--- config.mk ---
export PLATFORM = sky130hd
export DESIGN_NAME = stream_fifo_level
export DESIGN_NICKNAME = d
export VERILOG_FILES = /design/src/rtl/stream_fifo_level.sv
export SDC_FILE = /design/constraint.sdc
export NUM_CORES = 1
export LEC_CHECK = 0
export BUFFER_PORTS_ARGS = -buffer_cell sky130_fd_sc_hd__buf_2
export CAP_MARGIN = 20
export CORE_UTILIZATION = 55
export CTS_BUF_LIST = sky130_fd_sc_hd__clkbuf_8
export DETAILED_ROUTE_END_ITERATION = 10
export PLACE_DENSITY = 0.75
export SYNTH_ARGS = -nofsm -noshare
export SYNTH_HDL_FRONTEND = slang
export SYNTH_SLANG_ARGS = --single-unit
export TNS_END_PERCENT = 20
--- constraint.sdc ---
create_clock -name clk -period 2.5 [get_ports clk]
set_clock_uncertainty 0.1 [all_clocks]
set_input_delay 0.625 -clock clk [delete_from_list [all_inputs] [get_ports clk]]
set_output_delay 0.625 -clock clk [all_outputs]
set_load 0.005 [all_outputs]
--- src/rtl/stream_fifo_level.sv ---
// Single-clock first-word-fall-through stream FIFO with registered fill level,
// programmable almost-full/almost-empty flags and synchronous flush.
module stream_fifo_level #(
  parameter int DW         = 16,
  parameter int AW         = 4,
  parameter int AFULL_THR  = (2**AW) - 2,
  parameter int AEMPTY_THR = 1
) (
  input  logic          clk,
  input  logic          rst,
  input  logic          flush_i,
  input  logic [DW-1:0] stream_s_data_i,
  input  logic          stream_s_valid_i,
  output logic          stream_s_ready_o,
  output logic [DW-1:0] stream_m_data_o,
  output logic          stream_m_valid_o,
  input  logic          stream_m_ready_i,
  output logic [AW:0]   level_o,
  output logic          almost_full_o,
  output logic          almost_empty_o
);

  localparam int DEPTH = 2**AW;
  localparam logic [AW:0] AFULL_LVL  = (AW+1)'(AFULL_THR);
  localparam logic [AW:0] AEMPTY_LVL = (AW+1)'(AEMPTY_THR);

  if (AFULL_THR < 1 || AFULL_THR > DEPTH || AEMPTY_THR < 0 || AEMPTY_THR > DEPTH - 1)
  begin : g_thr_check
    $error("stream_fifo_level: AFULL_THR/AEMPTY_THR out of range");
  end

  logic [DW-1:0] mem [DEPTH];
  logic [AW:0]   wr_ptr;
  logic [AW:0]   rd_ptr;
  logic [AW:0]   level;
  logic          full;
  logic          empty;
  logic          wr_en;
  logic          rd_en;

  // Extra pointer MSB distinguishes full from empty when the indices coincide.
  assign full  = (wr_ptr[AW] != rd_ptr[AW]) && (wr_ptr[AW-1:0] == rd_ptr[AW-1:0]);
  assign empty = (wr_ptr == rd_ptr);

  assign stream_s_ready_o = !full && !flush_i;
  assign stream_m_valid_o = !empty;
  assign stream_m_data_o  = mem[rd_ptr[AW-1:0]];

  assign wr_en = stream_s_valid_i && stream_s_ready_o;
  assign rd_en = stream_m_valid_o && stream_m_ready_i && !flush_i;

  always_ff @(posedge clk) begin
    if (rst) begin
      wr_ptr <= '0;
      rd_ptr <= '0;
      level  <= '0;
    end else if (flush_i) begin
      rd_ptr <= wr_ptr;
      level  <= '0;
    end else begin
      if (wr_en) wr_ptr <= wr_ptr + 1'b1;
      if (rd_en) rd_ptr <= rd_ptr + 1'b1;
      unique case ({wr_en, rd_en})
        2'b10:   level <= level + 1'b1;
        2'b01:   level <= level - 1'b1;
        default: level <= level;
      endcase
    end
  end

  // Storage carries data only, so it is never reset.
  always_ff @(posedge clk) begin
    if (wr_en) mem[wr_ptr[AW-1:0]] <= stream_s_data_i;
  end

  assign level_o        = level;
  assign almost_full_o  = (level >= AFULL_LVL);
  assign almost_empty_o = (level <= AEMPTY_LVL);

endmodule

==> results.json, run 1 <==
{
  "outcome": "complete, but fails checks",
  "violations": "negative setup slack",
  "min_delay_worst_endpoint": "mem[8][0]",
  "finalNetCount": 664,
  "route.final.wire_length_mm": 22.71,
  "pwr_density_cell_mw_per_mm2": 748.1,
  "post_layout_power_mw": 9.707,
  "seq_area_frac_synth_pct": 73.98,
  "stdcell_area_sq_mm": 0.01298,
  "timing.critical_path.fanout_max": 8,
  "clk_transition_reported_paths_ps": 60,
  "min-delay-start": "stream_s_data_i[0]",
  "rrSetupSlack_ps": 60,
  "critPathLaunchType": "flip-flop",
  "grt_pass1_wl_mm": 33.72,
  "worst_path_dominant_cell_family": "multiplexers",
  "die_width_um": 142.8,
  "hold_path_depth": 1,
  "r2r_end": "level_o[3]",
  "yosys.cell_types.count": 47,
  "ctsRootBufferMaster": "sky130_fd_sc_hd__clkbuf_8",
  "drtPass1Iterations": 7,
  "number_of_cts_inserted_buffers": 44,
  "drive_gt1_share_pct": 40.03,
  "port-buffer-count": 45,
  "tritoncts": "done",
  "peakVddDrop_mv": 0.3261,
  "timing.fmax_mhz": 321.5,
  "dp_worst_setup_slack_ps": -98.41,
  "critical_path_s_most_frequent_cell": "sky130_fd_sc_hd__mux4_2",
  "ys.flop_type": "sky130_fd_sc_hd__edfxtp_1",
  "setup_viol": 16,
  "postSynthAreaPerCell_sq_um": 21.38,
  "synth_edf_count": 256,
  "clock_insertion_delay_worst_skew_ps": 540,
  "timing.critical_path.cells": "buf_12 -> buf_16 -> mux4_2 -> mux4_2 -> buf_2",
  "worst_ep_required_time_ps": 1770,
  "timing_max_transition_violations_final": 0,
  "hold_class": "input port to flip-flop",
  "post_synth_net_total": 541,
  "num_io_pins": 46,
  "detail_route.drc_violations": 0,
  "finalWorstSetupSlack_ps": -610.3,
  "final_min_period_over_clock_period_pct": 124.4,
  "global_route_total_overflow": 0,
  "overall_global_routing_resource_usage_pct": 23.25,
  "ff2ff_path_depth": 9,
  "dp_hpwl_mm": 14.02,
  "power_leakage_nw": 4.324,
  "worst-slew-pin-transition_ps": 697.8,
  "rsz0062_at_grt": "yes",
  "timing.critical_path.slowest_cell_delay_ps": 520,
  "startpoint_of_the_lowest_slack_register_to_register_path": "wr_ptr[2]",
  "worstSetupPathType": "flip-flop to output pin",
  "relSlewSlack_pct": 52.28,
  "cts-hold-fix-buffers": 0,
  "htree_levels": 2,
  "netlist_instances": 510,
  "core-area_sq_mm": 0.01946,
  "placed_area_sq_mm": 0.01187,
  "yosysWarningCount": 0,
  "via_count_of_the_first_global_routing_pass": 5798,
  "antenna_found_initial": 0,
  "finalHoldWorstSlack_ps": 356.5,
  "grt_max_degree": 35,
  "floorplan.die.height_um": 142.8,
  "n_antenna_cell": 0,
  "syn-cell-area_sq_mm": 0.01091,
  "synthArstFlopShare_pct": 0,
  "routed_wire_length_per_instance_um": 24.37,
  "timing.max_cap.violations": 0,
  "detail_route.iter0.violations": 489,
  "numClockSinks": 275,
  "ys_seq_elements": 275,
  "cp_data_arrival_time_ps": 2390,
  "synthToLayoutAreaGrowth_pct": 18.99,
  "start_util_pct": 56.03,
  "endpoint_kind_of_the_worst_setup_timing_path": "output pin",
  "post_detailed_route_count_of_antenna_violating_nets": 0,
  "period_minus_slack_ps": 3110,
  "cp_num_buf_inv": 3,
  "vias": 5564,
  "die_footprint_sq_mm": 0.02039,
  "num-fill-cells": 1230,
  "cts_max_path_buffers": 3,
  "avgViaCountPerCell": 5.970,
  "critical-path-slowest-cell": "sky130_fd_sc_hd__mux4_2",
  "hold_viol": 0,
  "place.gp.congestion": 0.8472,
  "final_core_utilization_pct": 66.67,
  "num_rows": 51
}
-- report_power, final --
part	leakage [nW]	internal, mW	switching [mW]	total (mW)
Sequential	2.46	5.06	0.0203	5.08
Clock	0.513	2.19	1.66	3.85
Combinational	1.35	0.415	0.361	0.776
-- layout by cell type, fill, tap and decap left out, types with 3 or more instances in the layout --
cell type,instances
sky130_fd_sc_hd__o21ai_0,4
sky130_fd_sc_hd__buf_2,44
sky130_fd_sc_hd__nor2b_1,3
sky130_fd_sc_hd__xnor2_1,7
sky130_fd_sc_hd__mux4_2,80
sky130_fd_sc_hd__inv_1,23
sky130_fd_sc_hd__buf_16,3
sky130_fd_sc_hd__clkinv_1,7
sky130_fd_sc_hd__nand4_1,3
sky130_fd_sc_hd__ha_1,9
sky130_fd_sc_hd__nand2_1,5
sky130_fd_sc_hd__and3_1,4
sky130_fd_sc_hd__clkinv_2,4
sky130_fd_sc_hd__nor3_1,5
sky130_fd_sc_hd__buf_8,3
sky130_fd_sc_hd__a21oi_1,5
sky130_fd_sc_hd__nand4b_1,3
sky130_fd_sc_hd__nor4_1,4
sky130_fd_sc_hd__buf_4,36
sky130_fd_sc_hd__nand2b_1,3
sky130_fd_sc_hd__nor2_1,10
sky130_fd_sc_hd__dfxtp_1,15
sky130_fd_sc_hd__or4_1,3
sky130_fd_sc_hd__a21oi_2,3
sky130_fd_sc_hd__and3_2,11
sky130_fd_sc_hd__clkbuf_8,48
sky130_fd_sc_hd__dfxtp_2,3
sky130_fd_sc_hd__bufinv_16,4
sky130_fd_sc_hd__nand3_1,8
sky130_fd_sc_hd__buf_12,14
sky130_fd_sc_hd__edfxtp_1,256
-- synthesized netlist by cell type (all sizes together), types with 2 or more instances --
library cell / instances / area share (%)
nand2: 5 / 0.17
nor3: 5 / 0.23
nand4b: 3 / 0.24
clkbuf: 10 / 0.34
a21oi: 8 / 0.37
nor3b: 2 / 0.14
inv: 8 / 0.28
nand3: 8 / 0.37
nor2: 10 / 0.34
mux4: 80 / 17
edfxtp: 256 / 70
and3: 15 / 0.99
o2111ai: 2 / 0.16
ha: 10 / 1.1
and4: 2 / 0.18
or4: 3 / 0.21
and3b: 2 / 0.16
xor2: 3 / 0.24
o21ai: 4 / 0.18
a31oi: 2 / 0.11
xnor2: 8 / 0.64
nand2b: 3 / 0.17
a2111oi: 2 / 0.16
nor4: 4 / 0.23
mux2: 2 / 0.21
dfxtp: 19 / 3.5
nand4: 3 / 0.17
nor2b: 3 / 0.17
buf: 15 / 0.86
-- routing by layer --
| metal | track usage (%) | wire, um |
|---|---|---|
| met5 | 0 | 0 |
| met4 | 7.810 | 270 |
| met3 | 4.091 | 1176 |
| met2 | 38.03 | 11680 |
| met1 | 32.00 | 9581 |
-- what timing repair did --
action	4_1_cts	5_1_grt
pin swaps	0	0
buffers inserted	4	0
resized for setup	13	10
cloned	2	1
setup endpoints to repair	16	19
-- worst max path at each step --
stage | end | slack, ps | cells past startpoint
finish | stream_m_data_o[2] | -610 | 5
global route | stream_m_data_o[3] | -660 | 5
CTS | stream_m_data_o[2] | -650 | 5
detailed placement | stream_m_data_o[9] | -100 | 4
global placement | stream_m_data_o[13] | -60 | 4
floorplan | level_o[3] | 2 | 11
-- worst register-to-register path: stages (launching register included) --
cell and delay (ps):
sky130_fd_sc_hd__dfxtp_1 340, sky130_fd_sc_hd__xnor2_2 160, sky130_fd_sc_hd__and4_4 250, sky130_fd_sc_hd__nand2_1 130
sky130_fd_sc_hd__and3b_1 180, sky130_fd_sc_hd__ha_2 170, sky130_fd_sc_hd__or4b_2 620, sky130_fd_sc_hd__a21oi_2 170
sky130_fd_sc_hd__xnor2_1 130, sky130_fd_sc_hd__nor3_1 60
-- area by class of cell --
type | count | area [sq um] | area share [%]
sequential | 275 | 8075 | 62.23
timing repair buffer | 102 | 934.6 | 7.203
inverter | 8 | 30.03 | 0.2314
tap | 265 | 331.6 | 2.555
multi-input combinational | 202 | 2705 | 20.85
clock inverter | 32 | 239.0 | 1.842
clock buffer | 48 | 660.6 | 5.091
-- metrics by stage --
step	instances	TNS, ps
3_5_place_dp	845	-840.1
3_3_place_gp	845	-460.5
6_report	932	-9216
4_1_cts	931	-9708
5_1_grt	932	-10200
2_1_floorplan	510	0
-- flip-flops by register name, summed over array words and instances (netlist names), named ones only --
signal / flops
rd_ptr: 5
mem: 256
level_o: 5
wr_ptr: 5
-- cells by family (layout without fill, tap and decap cells) --
kind of cell	after synthesis	after routing	share of synthesized area, %
flip-flops	275	275	73.98
multiplexers	83	83	16.82
AND/OR/NAND/NOR	73	73	4.176
buffers and inverters	33	190	1.480
AO/OA/AOI/OAI	25	25	1.515
XOR/XNOR	11	11	0.8835
adder cells (fa/ha/maj)	10	10	1.147
Note: power is estimated with default switching activity, not from simulation.
==> run 2, diff against run 1 <==
Settings changed: CAP_MARGIN 20 to 30, RECOVER_POWER set to 50, TNS_END_PERCENT 20 to 1.
==> run 2 against run 1 <==
Against the previous run: the run still ends with negative setup slack left; critical path depth did not move; clock power barely moved; largest power group unchanged; worst setup slack improved by 5.6 ps; cell count did not move; sequential power barely moved.
==> results.json, run 2 (synthesized netlist as in run 1, its figures left out) <==
{
  "outcome": "complete, but fails checks",
  "violations": "negative setup slack",
  "tritoncts": "done",
  "finalWorstSetupSlack_ps": -604.6,
  "vias": 5551,
  "total_negative_slack_ps": -14030,
  "worst-slew-pin-transition_ps": 686.4,
  "hold_viol": 0,
  "overall_global_routing_resource_usage_pct": 23.25,
  "netSwitchingFraction_pct": 21.02,
  "final-seq-area_sq_mm": 0.008075,
  "grt_pass1_wl_mm": 33.72,
  "endpoint_kind_of_the_worst_setup_timing_path": "output pin",
  "pwr_density_cell_mw_per_mm2": 749.4,
  "clock_insertion_delay_worst_skew_ps": 530,
  "final-instance-count-excl-fill": 932,
  "avgViaCountPerCell": 5.956,
  "timing_max_transition_violations_final": 0,
  "timing.max_cap.violations": 0,
  "power_leakage_nw": 4.273,
  "htree_levels": 2,
  "final_min_period_over_clock_period_pct": 124.2,
  "via_count_of_the_first_global_routing_pass": 5802,
  "drtPass1Iterations": 7,
  "peakVddDrop_mv": 0.3293,
  "dpl.cell_count": 845,
  "finalHoldWorstSlack_ps": 405.5,
  "ctsRootBufferMaster": "sky130_fd_sc_hd__clkbuf_8",
  "antenna_found_initial": 0,
  "detail_route.drc_violations": 0,
  "worst_ep_required_time_ps": 1770,
  "cts_max_path_buffers": 3,
  "num_rows": 51,
  "largest_register_ff_count": 256,
  "start_util_pct": 56.03,
  "port-buffer-count": 45,
  "number_of_cts_inserted_buffers": 44,
  "n_antenna_cell": 0,
  "timing.critical_path.fanout_max": 6,
  "floorplan.die.height_um": 142.8,
  "post_detailed_route_count_of_antenna_violating_nets": 0,
  "drive_gt1_share_pct": 36.88,
  "setup_viol": 126,
  "global_route_total_overflow": 0,
  "critPathLaunchType": "flip-flop",
  "period_minus_slack_ps": 3105,
  "multi_input_gate_area_in_the_final_layout_sq_mm": 0.002688,
  "clk_transition_reported_paths_ps": 60,
  "synthToLayoutAreaGrowth_pct": 18.61,
  "route.final.wire_length_mm": 22.68,
  "cts-hold-fix-buffers": 0,
  "rsz0062_at_grt": "yes",
  "routed_wire_length_per_instance_um": 24.33,
  "die_footprint_sq_mm": 0.02039,
  "hold_class": "input port to flip-flop",
  "clock_power_share_pct": 39.7,
  "netSwitchingPower_mw": 2.038,
  "grt_max_degree": 35,
  "die_width_um": 142.8,
  "comb_power_share_pct": 7.9,
  "core-area_sq_mm": 0.01946,
  "sequentialPowerShare_pct": 52.4,
  "worstSetupPathType": "flip-flop to output pin",
  "place.gp.congestion": 0.8472,
  "design_internal_power_mw": 7.656,
  "cp_data_arrival_time_ps": 2380,
  "num-fill-cells": 1245,
  "num_io_pins": 46,
  "relSlewSlack_pct": 53.06,
  "timing.fmax_mhz": 322.1,
  "dp_hpwl_mm": 14.02,
  "detail_route.iter0.violations": 535,
  "layout.cells.most_common": "sky130_fd_sc_hd__edfxtp_1",
  "numClockSinks": 275,
  "layout.cells.most_common_list": "256 x sky130_fd_sc_hd__edfxtp_1, 80 x sky130_fd_sc_hd__mux4_2, 48 x sky130_fd_sc_hd__clkbuf_8",
  "finalNetCount": 664
}
==> run 2: cell types whose count changed in the layout (fill, tap and decap cells not counted), moves of 2 or more <==
cell                       previous run  this run
sky130_fd_sc_hd__a21oi_1              5         7
sky130_fd_sc_hd__clkbuf_1             0        17
sky130_fd_sc_hd__buf_2               44        28
sky130_fd_sc_hd__a21oi_2              3         1
==> run 2: power groups by stage <==
stage / combinational, mW / sequential, mW / clock (mW)
after floorplan: 0.442 / 5.17 / 0
after global placement: 0.659 / 5.18 / 0
after detailed placement: 0.683 / 5.18 / 0
after CTS: 0.756 / 5.08 / 3.91
after global routing: 0.816 / 5.08 / 4.11
final: 0.763 / 5.08 / 3.85
==> run 2: layer usage <==
layer	vias to the layer above	global-route usage (%)	part of all wire (%)
met5	-	0	0
met4	0	7.810	1.5
met3	28	4.091	5.9
met2	210	38.03	51
met1	2912	32.00	41
li1	2401	-	-
==> run 2: area by class of cell <==
| class | count | area share, % |
|---|---|---|
| clock inverter | 32 | 1.848 |
| tap | 265 | 2.563 |
| timing repair buffer | 102 | 7.042 |
| clock buffer | 48 | 5.107 |
| multi-input combinational | 202 | 20.78 |
| inverter | 8 | 0.2322 |
| sequential | 275 | 62.43 |
==> run 2: critical path, cell delays in order, from the launching register on <==
cell and delay [ps]:
sky130_fd_sc_hd__dfxtp_4 380, sky130_fd_sc_hd__buf_12 160, sky130_fd_sc_hd__buf_12 130, sky130_fd_sc_hd__mux4_2 500, sky130_fd_sc_hd__mux4_2 510, sky130_fd_sc_hd__buf_2 150
==> run 2: repair_timing <==
item | CTS | global route
buffers inserted | 4 | 0
gates cloned | 2 | 1
endpoints found under the hold margin | 0 | 0
gates resized for setup | 13 | 10
endpoints found under the setup margin | 16 | 19
==> run 2: final timing paths <==
kind	slack (ps)	from	cells after the start	to
setup / recovery	-600	flip-flop	5	stream_m_data_o[14]
hold reg to reg	500	level_o[0]	2	level_o[0]
setup reg to reg	-110	wr_ptr[2]	9	level_o[3]
hold / removal	410	stream_m_ready_i	3	flip-flop
==> run 2: metrics by stage <==
stage               instance area (sq um)  power, mW  utilization, %  setup slack (ps)
floorplan                           10920      5.615               -             2.430
global placement                    11870      5.839           60.99            -62.77
detailed placement                  11870      5.866           60.99            -98.41
CTS                                 12910      9.743           66.35            -654.7
global route                        12930      10.01           66.46            -659.9
finish                              12930      9.694           66.46            -604.6
==> run 3, diff against run 2 <==
Settings changed: ABC_CLOCK_PERIOD_IN_PS set to 2500, CORE_UTILIZATION 55 to 45, GPL_ROUTABILITY_DRIVEN set to 0, PLACE_DENSITY 0.75 to not set.
==> run 3 against run 2 <==
Against the previous run: the run still ends with negative setup slack left; worst setup slack improved by 10 ps; clock power fell by 4%; wire length rose by 1.2%; cell count rose by 5.7%; utilization fell by 11 points; largest cell class unchanged; first-iteration DRC count fell by 25%.
==> results.json, run 3 (synthesized netlist as in run 1, its figures left out) <==
{
  "worst_ep_required_time_ps": 1770,
  "cts_max_path_buffers": 3,
  "startpoint_of_the_lowest_slack_register_to_register_path": "rd_ptr[2]",
  "outcome": "complete, but fails checks",
  "die_footprint_sq_mm": 0.02486,
  "detail_route.iter0.violations": 399,
  "hold_path_depth": 3,
  "n_antenna_cell": 0,
  "endpoint_kind_of_the_worst_setup_timing_path": "output pin",
  "final_min_period_over_clock_period_pct": 123.8,
  "rsz0062_at_grt": "yes",
  "period_minus_slack_ps": 3094,
  "avgViaCountPerCell": 5.563,
  "drtPass1Iterations": 5,
  "top_usage_layer": "met2",
  "post_detailed_route_count_of_antenna_violating_nets": 0,
  "timing.critical_path.fanout_max": 8,
  "overall_global_routing_resource_usage_pct": 19.20,
  "dp_hpwl_mm": 13.41,
  "drive_gt1_share_pct": 36.79,
  "timing.max_cap.violations": 0,
  "r2r_end": "mem[2][8]",
  "worst-slew-pin-transition_ps": 635.7,
  "cp_data_arrival_time_ps": 2370,
  "grt_use_met2_pct": 31.68,
  "peakVddDrop_mv": 0.3931,
  "die_width_um": 157.7,
  "timing.critical_path.cells": "buf_12 -> buf_12 -> mux4_2 -> mux4_2 -> buf_2",
  "grt_util_met1_pct": 26.00,
  "detail_route.drc_violations": 0,
  "core-area_sq_mm": 0.02361,
  "layout.cells.most_common_list": "256 x sky130_fd_sc_hd__edfxtp_1, 80 x sky130_fd_sc_hd__mux4_2, 46 x sky130_fd_sc_hd__clkbuf_8",
  "htree_levels": 2,
  "critPathLaunchType": "flip-flop",
  "placed_area_sq_mm": 0.01200,
  "setup_viol": 18,
  "violations": "negative setup slack",
  "start_util_pct": 46.18,
  "power_leakage_nw": 4.252,
  "largest_register_ff_count": 256,
  "clock_insertion_delay_worst_skew_ps": 540,
  "cp_num_buf_inv": 3,
  "via_count_of_the_first_global_routing_pass": 5683,
  "min_delay_worst_endpoint": "level_o[3]",
  "num_rows": 56,
  "stdcell_area_sq_mm": 0.01302,
  "grt_pass1_wl_mm": 34.11,
  "finalWorstSetupSlack_ps": -594.5,
  "globalRouteMet3Util_pct": 3.696,
  "total_negative_slack_ps": -9385,
  "pwr_density_cell_mw_per_mm2": 732.0,
  "min-delay-start": "flush_i",
  "timing.fmax_mhz": 323.2,
  "ff2ff_path_depth": 6,
  "worst_path_dominant_cell_family": "multiplexers",
  "tritoncts": "done",
  "hold_class": "input port to flip-flop",
  "timing.critical_path.slowest_cell_delay_ps": 520,
  "hold_viol": 0,
  "route.final.wire_length_mm": 22.95,
  "routed_wire_length_per_instance_um": 23.30,
  "critical-path-slowest-cell": "sky130_fd_sc_hd__mux4_2",
  "num_io_pins": 46,
  "worst-path-stages": 5,
  "finalNetCount": 666,
  "antenna_found_initial": 0,
  "rrSetupSlack_ps": 70,
  "layout.cells.most_common": "sky130_fd_sc_hd__edfxtp_1",
  "grt_max_degree": 30,
  "synthToLayoutAreaGrowth_pct": 19.34,
  "numClockSinks": 275,
  "timing_max_transition_violations_final": 0,
  "port-buffer-count": 45,
  "ctsRootBufferMaster": "sky130_fd_sc_hd__clkbuf_8",
  "vias": 5480,
  "floorplan.die.height_um": 157.7,
  "relSlewSlack_pct": 57.62,
  "number_of_cts_inserted_buffers": 45,
  "global_route_total_overflow": 0,
  "worstSetupPathType": "flip-flop to output pin",
  "clk_transition_reported_paths_ps": 60
}
-- run 3: cell types whose count changed in the layout (fill, tap and decap cells not counted), sizes merged --
| cell | change |
|---|---|
| clkinv | +2 |
| buf | -5 |
| inv | -1 |
| bufinv | -1 |
| clkbuf | +4 |
-- run 3: worst max path at each step --
stage | end | slack [ps]
global route | stream_m_data_o[2] | -650
finish | stream_m_data_o[6] | -590
floorplan | level_o[3] | 2
detailed placement | stream_m_data_o[0] | -20
CTS | stream_m_data_o[0] | -620
global placement | stream_m_data_o[4] | -20
-- run 3: area by class of cell --
| cell class | count | area, sq um |
|---|---|---|
| clock buffers | 46 | 633.1 |
| well taps | 319 | 399.1 |
| clock inverters | 32 | 212.7 |
| inverters | 8 | 30.03 |
| repair buffers | 103 | 958.4 |
| flip-flops and latches | 275 | 8075 |
| multi-input cells | 202 | 2706 |
| fillers | 1838 | 10600 |
-- run 3: what timing repair did --
item	4_1_cts	5_1_grt
hold buffers	0	0
pin swaps	1	0
resized for setup	3	9
gates cloned	0	5
setup buffers	0	3
setup endpoints to repair	18	19
-- run 3: routing by layer --
layer | wire, um | vias up
met5 | 0 | -
met4 | 498 | 0
met2 | 11460 | 160
met1 | 9661 | 2864
li1 | - | 2411
met3 | 1326 | 45
-- run 3: metrics by stage --
| step | util [%] | setup WS [ps] | power (mW) | instances | hold WS, ps |
|---|---|---|---|---|---|
| finish | 55.12 | -594.5 | 9.527 | 985 | 382.1 |
| CTS | 54.45 | -616.8 | 9.568 | 977 | 319.0 |
| floorplan | - | 2.430 | 5.615 | 510 | 448.9 |
| global route | 55.12 | -652.7 | 9.875 | 985 | 380.2 |
| global placement | 50.82 | -19.45 | 5.873 | 899 | 463.3 |
| detailed placement | 50.82 | -24.55 | 5.886 | 899 | 479.9 |
-- run 3: worst register-to-register path: cells and delay by family (launching register included) --
kind | cells | cell delay (ps)
flip-flops | 1 | 360
buffers and inverters | 2 | 650
AND/OR/NAND/NOR | 2 | 680
XOR/XNOR | 1 | 140
AO/OA/AOI/OAI | 1 | 190
-- run 3: power breakdown --
group / switching (mW) / internal [mW] / total, mW
Clock: 1.66 / 2.02 / 3.68
Sequential: 0.0197 / 5.06 / 5.08
Combinational: 0.352 / 0.413 / 0.765
Total: 2.03 / 7.49 / 9.53
